File: config.mk
export PLATFORM = sky130hd
export DESIGN_NAME = wrap_monitor
export DESIGN_NICKNAME = d
export VERILOG_FILES = /design/src/rtl/wrap_monitor.sv
export SDC_FILE = /design/constraint.sdc
export NUM_CORES = 1
export LEC_CHECK = 0
export CAP_MARGIN = 15
export CORE_MARGIN = 2
export CORE_UTILIZATION = 45
export CTS_BUF_LIST = sky130_fd_sc_hd__clkbuf_2 sky130_fd_sc_hd__clkbuf_4 sky130_fd_sc_hd__clkbuf_8
export CTS_CLUSTER_SIZE = 14
export DETAILED_ROUTE_END_ITERATION = 7
export PLACE_DENSITY = 0.83
export RECOVER_POWER = 25
export SYNTH_ARGS = -nofsm -noshare
export SYNTH_HDL_FRONTEND = slang
export SYNTH_SLANG_ARGS = --single-unit
export TNS_END_PERCENT = 100
File: constraint.sdc
create_clock -name clk -period 4 [get_ports clk]
set_input_delay 0.4 -clock clk [delete_from_list [all_inputs] [get_ports clk]]
set_output_delay 0.4 -clock clk [all_outputs]
set_load 0.01 [all_outputs]
File: src/rtl/wrap_monitor.sv
// wrap_monitor: watches an upstream free-running counter during a run,
// counts terminal-count events, flags illegal steps or inconsistent
// terminal flags, and raises a held finish request after WRAPS events.
module wrap_monitor #(
  parameter int WIDTH = 3,
  parameter int WRAPS = 4
) (
  input  logic             clk,
  input  logic             rst,
  input  logic             start,
  input  logic [WIDTH-1:0] cnt_in,
  input  logic             done_in,
  input  logic             fin_ack,
  output logic             run,
  output logic [7:0]       wrap_cnt,
  output logic             step_err,
  output logic             fin_req,
  output logic [1:0]       state
);

  typedef enum logic [1:0] {
    S_IDLE   = 2'd0,
    S_RUN    = 2'd1,
    S_FINISH = 2'd2,
    S_BAD    = 2'd3
  } state_t;

  localparam logic [7:0]       WRAPS_C  = 8'(WRAPS);
  localparam logic [WIDTH-1:0] ALL_ONES = '1;

  state_t           state_q, state_d;
  logic [7:0]       wrap_q, wrap_d;
  logic             err_q, err_d;
  logic [WIDTH-1:0] prev_cnt_q, prev_cnt_d;
  logic             prev_done_q, prev_done_d;

  logic [WIDTH-1:0] cnt_inc;
  logic             step_ok;
  logic             flag_ok;
  logic             done_rise;
  logic [7:0]       wrap_inc;

  // Saturating increment: the event count sticks at 255 instead of wrapping.
  function automatic logic [7:0] sat_inc(input logic [7:0] v);
    return (v == 8'hFF) ? v : v + 8'd1;
  endfunction

  // Legal upstream behaviour: hold or advance by one modulo 2^WIDTH, and the
  // terminal flag must agree with the all-ones value in the same cycle.
  assign cnt_inc   = prev_cnt_q + WIDTH'(1);
  assign step_ok   = (cnt_in == prev_cnt_q) || (cnt_in == cnt_inc);
  assign flag_ok   = (done_in == (cnt_in == ALL_ONES));
  assign done_rise = done_in & ~prev_done_q;
  assign wrap_inc  = sat_inc(wrap_q);

  // Next-state and datapath updates; everything holds unless a rule fires.
  always_comb begin
    state_d     = state_q;
    wrap_d      = wrap_q;
    err_d       = err_q;
    prev_cnt_d  = prev_cnt_q;
    prev_done_d = prev_done_q;
    case (state_q)
      S_IDLE: begin
        if (start) begin
          state_d     = S_RUN;
          wrap_d      = 8'd0;
          err_d       = 1'b0;
          prev_cnt_d  = cnt_in;
          prev_done_d = done_in;
        end
      end
      S_RUN: begin
        prev_cnt_d  = cnt_in;
        prev_done_d = done_in;
        if (!step_ok || !flag_ok) begin
          err_d = 1'b1;
        end
        if (done_rise) begin
          wrap_d = wrap_inc;
          if (wrap_inc == WRAPS_C) begin
            state_d = S_FINISH;
          end
        end
      end
      S_FINISH: begin
        // start in the same cycle as fin_ack is deliberately ignored
        if (fin_ack) begin
          state_d = S_IDLE;
        end
      end
      default: begin
        state_d     = S_IDLE;
        wrap_d      = 8'd0;
        err_d       = 1'b0;
        prev_cnt_d  = '0;
        prev_done_d = 1'b0;
      end
    endcase
  end

  // State register with synchronous reset of every field.
  always_ff @(posedge clk) begin
    if (rst) begin
      state_q     <= S_IDLE;
      wrap_q      <= 8'd0;
      err_q       <= 1'b0;
      prev_cnt_q  <= '0;
      prev_done_q <= 1'b0;
    end else begin
      state_q     <= state_d;
      wrap_q      <= wrap_d;
      err_q       <= err_d;
      prev_cnt_q  <= prev_cnt_d;
      prev_done_q <= prev_done_d;
    end
  end

  // Outputs are registers or pure state decodes, so no input reaches them
  // combinationally.
  assign run      = (state_q == S_RUN);
  assign fin_req  = (state_q == S_FINISH);
  assign state    = state_q;
  assign wrap_cnt = wrap_q;
  assign step_err = err_q;

endmodule
==> results of run 1 <==
## synthesized netlist by cell type, drive strengths merged
cell type | instances | area (um2)
a211oi | 2 | 20.0
a21o | 1 | 7.51
a21oi | 8 | 40.0
a22oi | 5 | 37.5
a311oi | 1 | 8.76
a31oi | 3 | 18.8
and2 | 1 | 6.26
and3 | 2 | 13.8
and3b | 1 | 8.76
buf | 2 | 10.0
clkbuf | 1 | 3.75
dfxtp | 15 | 300
ha | 2 | 25.0
inv | 2 | 7.51
mux2i | 1 | 10.0
nand2 | 3 | 11.3
nand2b | 3 | 18.8
nand3 | 2 | 15.0
nand3b | 2 | 15.0
nand4 | 3 | 31.3
nand4b | 2 | 17.5
nor2 | 12 | 45.0
nor2b | 3 | 18.8
nor3 | 7 | 35.0
nor3b | 1 | 7.51
nor4 | 1 | 6.26
o21ai | 5 | 25.0
o2bb2ai | 1 | 8.76
o311ai | 1 | 16.3
o31ai | 1 | 12.5
or4 | 1 | 11.3
xnor2 | 4 | 35.0
xor2 | 4 | 35.0
## cell families after synthesis
kind of cell / share of synthesized area
buf+inv: 0.0241
fa+ha+maj: 0.0283
compound gates: 0.221
flops: 0.340
mux: 0.0113
xor+xnor: 0.0793
simple gates: 0.296
## worst min-delay path, delay by kind of cell (launching register included)
family | cells | cell delay, ns
DFF | 1 | 0.34
and+or+nand+nor | 1 | 0.08
AOI/OAI and AO/OA | 1 | 0.07
## per-layer routing
metal	vias to the layer above	GRT usage	share of wire
li1	429	-	-
met1	389	0.202	0.44
met2	16	0.333	0.51
met3	2	0.0278	0.036
met4	0	0.0810	0.012
met5	-	0	0
## through the flow
step / cell area (um2) / hold WS, ns / worst slack [ns] / cells
floorplan: 883 / 0.457 / 2.12 / 103
global placement: 1100 / 0.489 / 1.94 / 147
detailed placement: 1100 / 0.498 / 1.88 / 147
CTS: 1130 / 0.523 / 1.98 / 151
global route: 1130 / 0.545 / 1.90 / 151
finish: 1130 / 0.517 / 1.99 / 151
## worst paths after layout
kind	start	to	slack [ns]	cells after the start
worst max-delay path	state[0]	run	1.99	3
worst min-delay path	prev_done_q	prev_done_q	0.52	2
worst max register to register	wrap_cnt[0]	state[0]	2.00	6
worst min register to register	prev_done_q	prev_done_q	0.52	2
## power by group through the flow
stage / clock (mW) / combinational, mW / sequential, mW
floorplan: 0 / 0.0299 / 0.162
global placement: 0 / 0.0493 / 0.162
detailed placement: 0 / 0.0511 / 0.163
CTS: 0.0966 / 0.0512 / 0.159
global route: 0.104 / 0.0563 / 0.160
finish: 0.0943 / 0.0502 / 0.159
## area by class of cell
type	instances	share of cell area
multi-input combinational	83	0.496
sequential	15	0.265
timing repair buffer	20	0.177
tap	27	0.0298
clock buffer	4	0.0265
inverter	2	0.00662
## state kept, by name, indices dropped and copies added, names as in the netlist
| name | cells |
|---|---|
| wrap_cnt | 8 |
| prev_cnt_q | 3 |
| state | 2 |
| prev_done_q | 1 |
| step_err | 1 |
==> out/results.ini, run 1 <==
[floorplan]
rows=16
core_region_area_mm2=0.00190
ioPinCount=21
die-height_um=48.3
die_w_um=48.3
dieArea_mm2=0.00233
initial_core_util=0.464

[cells_and_area]
final_core_util=0.596
n_antenna_cell=0
syn_to_final_growth_pct=28.3
ff_latch_area_um2=300
layout_commonest_cell=clkdlybuf4s50_1
nNetsFinal=135
n_fill_cell=178
mostFrequentLayoutCells=clkdlybuf4s50_1 (16), dfxtp_1 (15), nor2_1 (12)
multi_input_area_um2=562
layout-drive-gt1-share=0.0968

[global_routing]
antenna_found_initial=0
grt_pass1_wl_um=3390
track_usage=0.180
grt_max_degree=17
grt_pass1_vias=774
grt-ovfl-total=0

[synthesis]
syn-cell-area_um2=883
ys_seq_elements=15
ys_warn_count=0
synth_nets=113
ys_types=37
ys_seq_area_frac=0.340
synthCells=103
avgSynthCellArea_um2=8.58

[sta]
hold_viol=0
fin_tns_setup_ns=0
slew_headroom=0.598
clock_skew_ns=0.000832
worst_pin_slew_ns=0.601
period_share=0.503
finalCriticalPeriod_ns=2.01
setup_viol=0
rsz0062_at_grt=false
slew_violations=0
max_clock_freq_ghz=0.497

[power_and_ir_drop]
internal-power_mw=0.224
vdd_ir_drop_max_v=0.000180
clockPowerShare=0.311
switching_share=0.262
p_leak_nw=0.412
power_mw=0.304
combPwrFrac=0.165
seqPwrFrac=0.524
p_sw_mw=0.0796
powerDensity_mw_per_mm2=268

[clock_network]
clkSinkCount=15
htreeDepth=1
clk_path_buf_depth=2
clk_pin_slew_ns=0.09
cts_tree=yes
cts_buffers=3
cts_hold_buf=0
ctsRootBufferMaster=clkbuf_4
cts_setup_buffers=0
worstSkewPairLatency_ns=0.28
cts_resized=0

[route]
drt_wl_total_um=1940
first_iter_violations=11
drc=0
via_count=836
drtAntennaViolNets=0
dr.pass1.iters=4
detail_route.wl_per_cell_um=12.9
via_per_inst=5.54

[critical_path]
startpoint_type=register
crit_family=buffers and inverters
max_stage_delay_ns=0.54
cp_cell_sequence=nand2b_1 > inv_1 > clkdlybuf4s50_1
cp.arrival_ns=1.61
critPathSlowestCell=clkdlybuf4s50_1
worst_setup_path_end_kind=output port
worstPathMaxFanout=8
required_ns=3.60
crit_buf_inv=2
crit_type=reg2out

[place]
hpwl_um=1520
port_buffers=20
gp_congestion=0.875

[job]
cap_viol_max_count=0

[outcome]
status=finished clean

[hold_path]
min_path_type=reg2reg

(Power assumes the default switching activity.)
==> run 2: changes to the inputs <==
clock period = 2.08 ns   (was 4 ns; I/O delays follow)
==> out/results.ini, run 2 (same netlist as run 1, synthesis figures left out) <==
[global_routing]
grt_max_degree=17  ; unchanged
grt_pass1_wl_um=3510  ; +3.7%
track_usage=0.191  ; +0.0106
antenna_found_initial=0  ; unchanged
grt_use_met1=0.204  ; +0.00238
grt_pass1_vias=866  ; +12%
grt-ovfl-total=0  ; unchanged
use_met2=0.343  ; +0.00926
met3_usage=0.0340  ; +0.00617
grt.busiest_layer=met2

[cells_and_area]
syn_to_final_growth_pct=30.0
layout-drive-gt1-share=0.111  ; +0.0143
layout_commonest_cell=clkdlybuf4s50_1
n_fill_cell=168  ; -5.6%
largest_register_ffs=8  ; unchanged
mostFrequentLayoutCells=clkdlybuf4s50_1 (17), dfxtp_1 (15), nor2_1 (12)
nNetsFinal=137  ; +1.5%
n_antenna_cell=0  ; unchanged

[route]
first_iter_violations=23  ; +12
drt_wl_total_um=2140  ; +10%
drc=0  ; unchanged
drtAntennaViolNets=0  ; unchanged
via_per_inst=5.93  ; +7.2%
detail_route.wl_per_cell_um=14.0  ; +8.5%
via_count=908  ; +8.6%
dr.pass1.iters=4  ; unchanged

[critical_path]
worstPathMaxFanout=6  ; -2
worst_setup_path_end_kind=register
startpoint_type=register
crit_type=reg2reg
required_ns=2.28  ; -1.32 ns
cp.arrival_ns=2.20  ; +0.59 ns

[clock_network]
cts_hold_buf=0  ; unchanged
worstSkewPairLatency_ns=0.29  ; about the same
cts_tree=yes
clkSinkCount=15  ; unchanged
clk_pin_slew_ns=0.09  ; about the same
cts_buffers=3  ; unchanged
ctsRootBufferMaster=clkbuf_4
cts_setup_buffers=0  ; unchanged
cts_resized=0  ; unchanged
clk_path_buf_depth=2  ; unchanged
htreeDepth=1  ; unchanged

[sta]
hold_ws_ns=0.511  ; -0.00573 ns
hold_viol=0  ; unchanged
clock_skew_ns=0.00287  ; +0.00203 ns
slew_violations=0  ; unchanged
setup_ws_ns=0.0776  ; -1.91 ns
worst_pin_slew_ns=0.629  ; +0.0288 ns
rsz0062_at_grt=false
setup_viol=0  ; unchanged
slew_headroom=0.579  ; -0.0190
finalCriticalPeriod_ns=2.00
period_share=0.963
fin_tns_setup_ns=0  ; unchanged
max_clock_freq_ghz=0.499

[floorplan]
die-height_um=48.3  ; unchanged
rows=16  ; unchanged
dieArea_mm2=0.00233  ; unchanged
core_region_area_mm2=0.00190  ; unchanged
ioPinCount=21  ; unchanged
die_w_um=48.3  ; unchanged
initial_core_util=0.464  ; unchanged

[power_and_ir_drop]
powerDensity_mw_per_mm2=517  ; +93%
p_leak_nw=0.423  ; +2.5%
vdd_ir_drop_max_v=0.000393  ; +120%

[place]
place_ws_ns=0.103  ; -1.78 ns
hpwl_um=1580  ; +4.1%
port_buffers=20  ; unchanged
gp_congestion=0.867  ; -0.93%

[outcome]
status=finished clean

[hold_path]
min_path_type=reg2reg

[job]
cap_viol_max_count=0  ; unchanged

-- run 2: area by class of cell --
cell class | instances | area (um2) | area share
sequential | 15 | 300 | 0.261
clock buffer | 4 | 30.0 | 0.0261
tap | 27 | 33.8 | 0.0294
inverter | 2 | 7.51 | 0.00654
timing repair buffer | 22 | 215 | 0.187
multi-input combinational | 83 | 562 | 0.489
-- run 2: final timing paths --
| kind | start | endpoint | slack [ns] | cells after the start |
|---|---|---|---|---|
| max | wrap_cnt[0] | state[0] | 0.08 | 6 |
| min | prev_done_q | prev_done_q | 0.51 | 2 |
| max reg2reg | wrap_cnt[0] | state[0] | 0.08 | 6 |
| min reg2reg | prev_done_q | prev_done_q | 0.51 | 2 |
-- run 2: through the flow --
step                 util  power [mW]  std cells  cell area [um2]
global placement    0.588       0.409        149             1120
global route        0.604       0.617        153             1150
finish              0.604       0.594        153             1150
floorplan               -       0.370        103              883
CTS                 0.604       0.593        153             1150
detailed placement  0.588       0.413        149             1120
-- run 2: metal layers --
metal	vias to the layer above	wire (um)	part of all wire
met5	-	0	0
met4	0	54	0.025
met3	7	100	0.047
met2	30	1100	0.51
met1	439	884	0.41
li1	432	-	-
-- run 2: where the power goes --
group / internal (mW) / total, mW / switching (mW) / leakage (nW)
Sequential: 0.296 / 0.306 / 0.00942 / 0.122
Clock: 0.0878 / 0.188 / 0.100 / 0.0184
Combinational: 0.0488 / 0.100 / 0.0516 / 0.282
Total: 0.433 / 0.594 / 0.161 / 0.423
-- run 2: worst max-delay path, stage by stage (launching register included) --
cell      delay, ns
dfxtp_1        0.38
ha_1           0.28
and2_1         0.22
or4_4          0.55
o311ai_2       0.11
nand4_2        0.15
and3b_1        0.21
